### config.mk
export PLATFORM = sky130hd
export DESIGN_NAME = r_type_encoder
export DESIGN_NICKNAME = d
export VERILOG_FILES = /design/src/rtl/alu_ctrl_pkg.sv /design/src/rtl/r_type_lut.sv /design/src/rtl/r_type_encoder.sv
export SDC_FILE = /design/constraint.sdc
export NUM_CORES = 1
export LEC_CHECK = 0
export CORE_ASPECT_RATIO = 0.6
export CORE_MARGIN = 10
export CORE_UTILIZATION = 34
export DETAILED_ROUTE_END_ITERATION = 16
export PLACE_DENSITY_LB_ADDON = 0.15
export SYNTH_ARGS = -nofsm -noshare
export SYNTH_HDL_FRONTEND = slang
export SYNTH_HIERARCHICAL = 1
export SYNTH_SLANG_ARGS = --single-unit
### constraint.sdc
create_clock -name clk -period 2.7 [get_ports clk]
set_clock_uncertainty 0.2 [all_clocks]
set_input_delay 0.405 -clock clk [delete_from_list [all_inputs] [get_ports clk]]
set_output_delay 0.405 -clock clk [all_outputs]
set_load 0.02 [all_outputs]
### src/rtl/alu_ctrl_pkg.sv
// Shared ALU operation codes and R-type field constants, imported by both the
// control-unit decoder and the R-type encoder so the two mappings stay aligned.
package alu_ctrl_pkg;

  localparam logic [4:0] ALU_ADD  = 5'b00000;
  localparam logic [4:0] ALU_SUB  = 5'b00001;
  localparam logic [4:0] ALU_SLL  = 5'b00010;
  localparam logic [4:0] ALU_SLT  = 5'b00011;
  localparam logic [4:0] ALU_SLTU = 5'b00100;
  localparam logic [4:0] ALU_XOR  = 5'b00101;
  localparam logic [4:0] ALU_OR   = 5'b00110;
  localparam logic [4:0] ALU_AND  = 5'b00111;
  localparam logic [4:0] ALU_SRL  = 5'b01011;
  localparam logic [4:0] ALU_SRA  = 5'b01100;

  localparam logic [6:0] OPC_RTYPE = 7'b0110011;
  localparam logic [6:0] F7_BASE   = 7'b0000000;
  localparam logic [6:0] F7_ALT    = 7'b0100000;

  typedef struct packed {
    logic       legal;
    logic [6:0] funct7;
    logic [2:0] funct3;
  } rtype_fields_t;

endpackage

### src/rtl/r_type_lut.sv
// Combinational map from alu_control to the R-type funct7/funct3 fields,
// flagging codes that have no R-type encoding.
module r_type_lut
  import alu_ctrl_pkg::*;
(
  input  logic [4:0]    alu_control,
  output rtype_fields_t fields
);

  always_comb begin
    fields = '{1'b0, F7_BASE, 3'b000};
    case (alu_control)
      ALU_ADD:  fields = '{1'b1, F7_BASE, 3'b000};
      ALU_SUB:  fields = '{1'b1, F7_ALT,  3'b000};
      ALU_SLL:  fields = '{1'b1, F7_BASE, 3'b001};
      ALU_SLT:  fields = '{1'b1, F7_BASE, 3'b010};
      ALU_SLTU: fields = '{1'b1, F7_BASE, 3'b011};
      ALU_XOR:  fields = '{1'b1, F7_BASE, 3'b100};
      ALU_OR:   fields = '{1'b1, F7_BASE, 3'b110};
      ALU_AND:  fields = '{1'b1, F7_BASE, 3'b111};
      ALU_SRL:  fields = '{1'b1, F7_BASE, 3'b101};
      ALU_SRA:  fields = '{1'b1, F7_ALT,  3'b101};
      default:  fields = '{1'b0, F7_BASE, 3'b000};
    endcase
  end

endmodule

### src/rtl/r_type_encoder.sv
// Streaming R-type instruction encoder: valid/ready request in, encoded 32-bit
// word out through a small FIFO, with an illegal-code pulse and a pop counter.
module r_type_encoder
  import alu_ctrl_pkg::*;
#(
  parameter int FIFO_DEPTH = 4
) (
  input  logic        clk,
  input  logic        rst,
  input  logic        in_valid,
  output logic        in_ready,
  input  logic [4:0]  alu_control,
  input  logic [4:0]  rd,
  input  logic [4:0]  rs1,
  input  logic [4:0]  rs2,
  output logic        out_valid,
  input  logic        out_ready,
  output logic [31:0] instr,
  output logic        illegal,
  output logic [15:0] word_count
);

  localparam int PTR_W = (FIFO_DEPTH > 1) ? $clog2(FIFO_DEPTH) : 1;
  localparam logic [PTR_W:0] DEPTH_C = FIFO_DEPTH[PTR_W:0];

  rtype_fields_t    fields;
  logic [31:0]      word_p0;
  logic             accept, push, pop, full;
  logic [31:0]      mem [FIFO_DEPTH];
  logic [PTR_W-1:0] wr_ptr, rd_ptr;
  logic [PTR_W:0]   occ;
  logic             illegal_p1;
  logic [15:0]      count_q;

  r_type_lut u_lut (
    .alu_control (alu_control),
    .fields      (fields)
  );

  // Stage p0: field assembly and handshake decisions
  assign word_p0 = {fields.funct7, rs2, rs1, fields.funct3, rd, OPC_RTYPE};
  assign full    = (occ == DEPTH_C);
  // Outputs are forced idle while rst is held, even before the reset edge lands.
  assign in_ready  = !rst && !full;
  assign out_valid = !rst && (occ != '0);
  assign accept    = in_valid && in_ready;
  assign push      = accept && fields.legal;
  assign pop       = out_valid && out_ready;

  // Stage p1: FIFO storage (data path, not reset)
  always_ff @(posedge clk) begin
    if (push) mem[wr_ptr] <= word_p0;
  end

  always_ff @(posedge clk) begin
    if (rst) begin
      wr_ptr     <= '0;
      rd_ptr     <= '0;
      occ        <= '0;
      illegal_p1 <= 1'b0;
      count_q    <= '0;
    end else begin
      illegal_p1 <= accept && !fields.legal;
      if (push) wr_ptr <= wr_ptr + 1'b1;
      if (pop) begin
        rd_ptr  <= rd_ptr + 1'b1;
        count_q <= count_q + 16'd1;
      end
      case ({push, pop})
        2'b10:   occ <= occ + 1'b1;
        2'b01:   occ <= occ - 1'b1;
        default: occ <= occ;
      endcase
    end
  end

  assign instr      = out_valid ? mem[rd_ptr] : 32'h0;
  assign illegal    = !rst && illegal_p1;
  assign word_count = rst ? 16'h0 : count_q;

endmodule

**After elaboration in Yosys (flattened, before gate mapping)**

Memory sizes are Yosys's and may differ from the RTL's. A register that Yosys moved wholly into a read port is not among the register bits.
Cells that the tools add are included.

- Memories kept: 2
- Output and inout port bits: 51
- Memory bits (writable): 100
- Input port bits: 24
- Bits in registers: 24
- ROM bits: 80

- Reductions and logical operators: 12
- Add/subtract/negate cells: 5
- Muxes and demuxes: 8
- Equal/unequal tests: 3

Memories:

| memory | words | bits a word | read ports | clocked after Yosys merged registers in | write ports | RTL line | text |
|---|---|---|---|---|---|---|---|
| mem | 4 | 25 | 1 | 1 | 1 | r_type_encoder.sv:29 | `logic [31:0] mem [FIFO_DEPTH];` |
| (name not given) | 16 | 5 | 1 | 0 | 0 | r_type_lut.sv:12 | `case (alu_control)` |

Operators by type and width:

| operator | number |
|---|---|
| 32-bit two-way mux | 1 |
| 16-bit by 1-bit adder with 16-bit output (second input constant) | 1 |
| 16-bit two-way mux | 1 |
| 11-bit two-way mux | 1 |
| 1-bit logical AND | 7 |
| 3-bit case mux with 2 select lines | 1 |
| 2-bit by 1-bit adder with 2-bit output (second input constant) | 2 |
| 2-bit two-way mux | 2 |
| 3-bit by 1-bit adder with 3-bit output (second input constant) | 1 |
| 3-bit equality test (second input constant) | 1 |
| 1-bit zero test | 3 |
| 3-bit nonzero test | 1 |
| 3-bit by 1-bit subtractor with 3-bit output (second input constant) | 1 |
| 2-bit by 1-bit equality test with 1-bit output (second input constant) | 1 |
| 2-bit equality test (second input constant) | 1 |
| 1-bit two-way mux | 2 |
| 2-bit nonzero test | 1 |

**Longest topological paths before layout**

Gate-level depths: netlist of run 1.

- Depth after elaboration: 7
- Mapped depth: 13

**By module**

The synthesis of run 1 kept the hierarchy.

Modules (own cells, without submodules):

| module | instances | area each (µm²) | cells an instance | sequential area each (µm²) |
|---|---|---|---|---|
| r_type_encoder | 1 | 5111.2 | 321 | 3523.4 |
| r_type_lut | 1 | 214.0 | 28 | 0.0 |

**Worst setup path before layout of run 1**

No wires, ideal clock.

- Kind: input to register
- From: input alu_control[0]
- To: memory mem[1][0] (netlist bit), enable pin
- Required time: 2116 ps
- Cell stages on the path: 7
- Setup time: 384 ps
- Slack: -143 ps
- Data arrival time: 2259 ps
- Cells stage by stage: inv_1 > ha_1 > mux2i_1 > a21oi_1 > nand2_1 > a211oi_1 > and2_1

RTL lines:

| what | RTL line | text |
|---|---|---|
| start, declared | r_type_encoder.sv:12 | `input logic [4:0] alu_control,` |
| end, declared | r_type_encoder.sv:29 |  |

==> flow_metrics.env, run 1 <==
export IMPL_yosys_register_bits=126
export IMPL_hold_ws_ps=274.4
export IMPL_ys_warn_count=6
export IMPL_hp_start="count_q[13]$_SDFFE_PP0P_"
export IMPL_grt_use_total=0.1113
export IMPL_cts_tree="yes"
export IMPL_grt_antenna_before_repair=0
export IMPL_power_density_mw_per_mm2=632.7
export IMPL_setup_viol=0
export IMPL_rsz0062_at_grt="false"
export IMPL_critPathRequiredTime_ps=2100
export IMPL_syn_cell_area_mm2=0.005325
export IMPL_clk_pin_slew_worst_paths_ps=60
export IMPL_critPathSlowestCell="mux4_2"
export IMPL_outcome="completed"
export IMPL_numPortBuffers=71
export IMPL_rows=35
export IMPL_arrival_ps=2020
export IMPL_holdCritPathClass="reg -> reg"
export IMPL_ctsHoldBuffers=0
export IMPL_end_kind="output pin"
export IMPL_synth_ff_type="edfxtp_1"
export IMPL_cts_buffers_inserted=17
export IMPL_comb_power_share=0.063
export IMPL_gp_congestion=0.7912
export IMPL_layout_cells_non_filler=673
export IMPL_cts_sink_count=126
export IMPL_post_route_drc_count=0
export IMPL_dp_hpwl_um=7741
export IMPL_cap_violations=0
export IMPL_antenna_left=0
export IMPL_wire_per_inst_um=16.96
export IMPL_coreArea_mm2=0.01533
export IMPL_r2r_end="occ[2]$_SDFFE_PP0P_"
export IMPL_internal_power_uw=3528
export IMPL_clockPowerShare=0.472
export IMPL_synth_edf_count=100
export IMPL_wirelength_um=11410
export IMPL_finalCritPeriodShare=0.9737
export IMPL_ir_drop_mv=0.3824
export IMPL_grt_max_degree=28
export IMPL_die_area_mm2=0.02123
export IMPL_switching_share=0.2259
export IMPL_die_w_um=181.6
export IMPL_firstDrtPassIters=4
export IMPL_drive_above_1_share=0.2340
export IMPL_start_kind="flop"
export IMPL_power_uw=4558
export IMPL_power_switching_uw=1030
export IMPL_power_leakage_uw=0.002879
export IMPL_hold_viol=0
export IMPL_routed_via_density=4.596
export IMPL_crit_path_cell_trace="buf_12 > mux4_2 > and2_1 > dlygate4sd2_1"
export IMPL_clock_latency_ps=420
export IMPL_holdPathStages=1
export IMPL_cts_root_buf="clkbuf_16"
export IMPL_postSynth_asyncResetShare=0
export IMPL_drv_slew=0
export IMPL_antennaDiodeCount=0
export IMPL_yosysUniqueCellTypes=39
export IMPL_drtIter0Drc=204
export IMPL_fin_util=0.4700
export IMPL_cpPeakStageDelay_ps=540
export IMPL_clock_fmax_ghz=0.3804
export IMPL_syn_to_final_growth_pct=35.27
export IMPL_num_nets_final=493
export IMPL_reg2reg_depth=9
export IMPL_reg2reg_from="occ[0]$_SDFFE_PP0P_"
export IMPL_grt_remaining_overflow=0
export IMPL_cts_max_path_buffers=2
export IMPL_dp_cells=639
export IMPL_grt_pass1_wl_um=18130
export IMPL_worstPathMaxFanout=14
export IMPL_syn_instance_count=349
export IMPL_grt_pass1_vias=3279
export IMPL_critPathKind="reg -> out"
export IMPL_syn_area_per_cell_um2=15.26
export IMPL_rrSetupSlack_ps=360
export IMPL_worstHoldEndpoint="count_q[13]$_SDFFE_PP0P_"
export IMPL_vias=3093
export IMPL_seqPwrFrac=0.465
export IMPL_cts_htree_levels=4
export IMPL_yosysSeqAreaShare=0.6617
export IMPL_fin_crit_ps=2629
export IMPL_die_h_um=116.9
export IMPL_initial_core_util=0.3474
export IMPL_ios=75
==> cell usage after synthesis (4+ instances only) <==
cell type	count	area, um2
edfxtp_1	100	3003
and2_1	29	181.4
nor2_1	27	101.4
dfxtp_1	26	520.5
mux4_2	25	563.0
buf_4	13	97.59
inv_1	13	48.80
nor2b_1	13	81.33
ha_1	11	137.6
clkbuf_1	8	30.03
nand3_1	8	40.04
nand2_1	7	26.28
o21ai_0	7	35.03
a21oi_1	6	30.03
xnor2_1	6	52.55
xor2_1	6	52.55
nor3_1	4	20.02
o31ai_1	4	30.03
==> cell usage in the layout (no fill, tap or decap), types with 17 or more instances in the layout <==
master / count
clkbuf_16: 17
mux4_2: 25
clkdlybuf4s50_1: 24
dlygate4sd2_1: 30
and2_1: 25
dfxtp_1: 24
edfxtp_1: 100
buf_4: 25
dlymetal6s2s_1: 17
nor2_1: 26
==> kinds of logic after synthesis <==
logic type / share of synthesized area
XOR/XNOR: 0.01974
other: 0.001410
multiplexers: 0.1180
flip-flops: 0.6617
AO/OA/AOI/OAI: 0.02091
AND/OR/NAND/NOR: 0.1107
buffers and inverters: 0.03806
adder cells (fa/ha/maj): 0.02961
==> metal layers <==
layer / GRT usage / part of all wire
met1: 0.1441 / 0.49
met2: 0.1693 / 0.45
met3: 0.03347 / 0.046
met4: 0.05181 / 0.012
met5: 0 / 0
==> repair_timing <==
item / 4_1_cts / 5_1_grt
cloned: 0 / 0
endpoints found under the setup margin: 29 / 18
gates resized for setup: 31 / 20
pin swaps: 1 / 0
buffers inserted: 2 / 0
==> area by class of cell <==
cell class                 instances  area, um2
clock inverter                    15      136.4
multi-input combinational        190       1649
clock buffer                      17      425.4
timing repair buffer             109       1164
inverter                          13      48.80
tap                              203      254.0
fill                            1330       8124
sequential                       126       3526
==> critical path, delay by kind of cell, from the launching register on <==
kind / cells / cell delay [ps]
flops: 1 / 380
buf+inv: 2 / 500
mux: 1 / 540
simple gates: 1 / 170
==> worst max-delay path by stage <==
stage                     endpoint  slack, ps
2_1_floorplan  occ[2]$_SDFFE_PP0P_         70
3_3_place_gp   occ[2]$_SDFFE_PP0P_       -410
3_5_place_dp   occ[2]$_SDFFE_PP0P_       -520
4_1_cts                    illegal          7
5_1_grt                  instr[31]          6
6_report                 instr[31]         70
==> sequential cells by signal, indices dropped and copies added, names as in the netlist, named ones only <==
register / flops
mem: 100
count_q: 16
occ: 3
rd_ptr: 2
wr_ptr: 2
illegal_p1: 1
==> through the flow <==
stage	setup TNS, ps	setup slack, ps	instance area [um2]
after CTS	0	6.813	7152
after global routing	0	6.075	7203
final	0	71.10	7203
after global placement	-14150	-414.4	6609
after detailed placement	-21700	-516.4	6609
after floorplan	0	73.53	5361
==> power groups by stage <==
stage | Clock (uW) | Combinational (uW) | Sequential (uW)
after floorplan | 0 | 149 | 2160
after global placement | 0 | 292 | 2160
after detailed placement | 0 | 296 | 2160
after CTS | 2210 | 290 | 2120
after global routing | 2290 | 312 | 2120
final | 2150 | 285 | 2120
Note: power is estimated with default switching activity, not from simulation.
==> run 2: changes to the inputs <==
Settings changed: CAP_MARGIN set to 40.
==> results of run 2 <==
The final DEF is identical to that of run 1; final timing and power are the same.
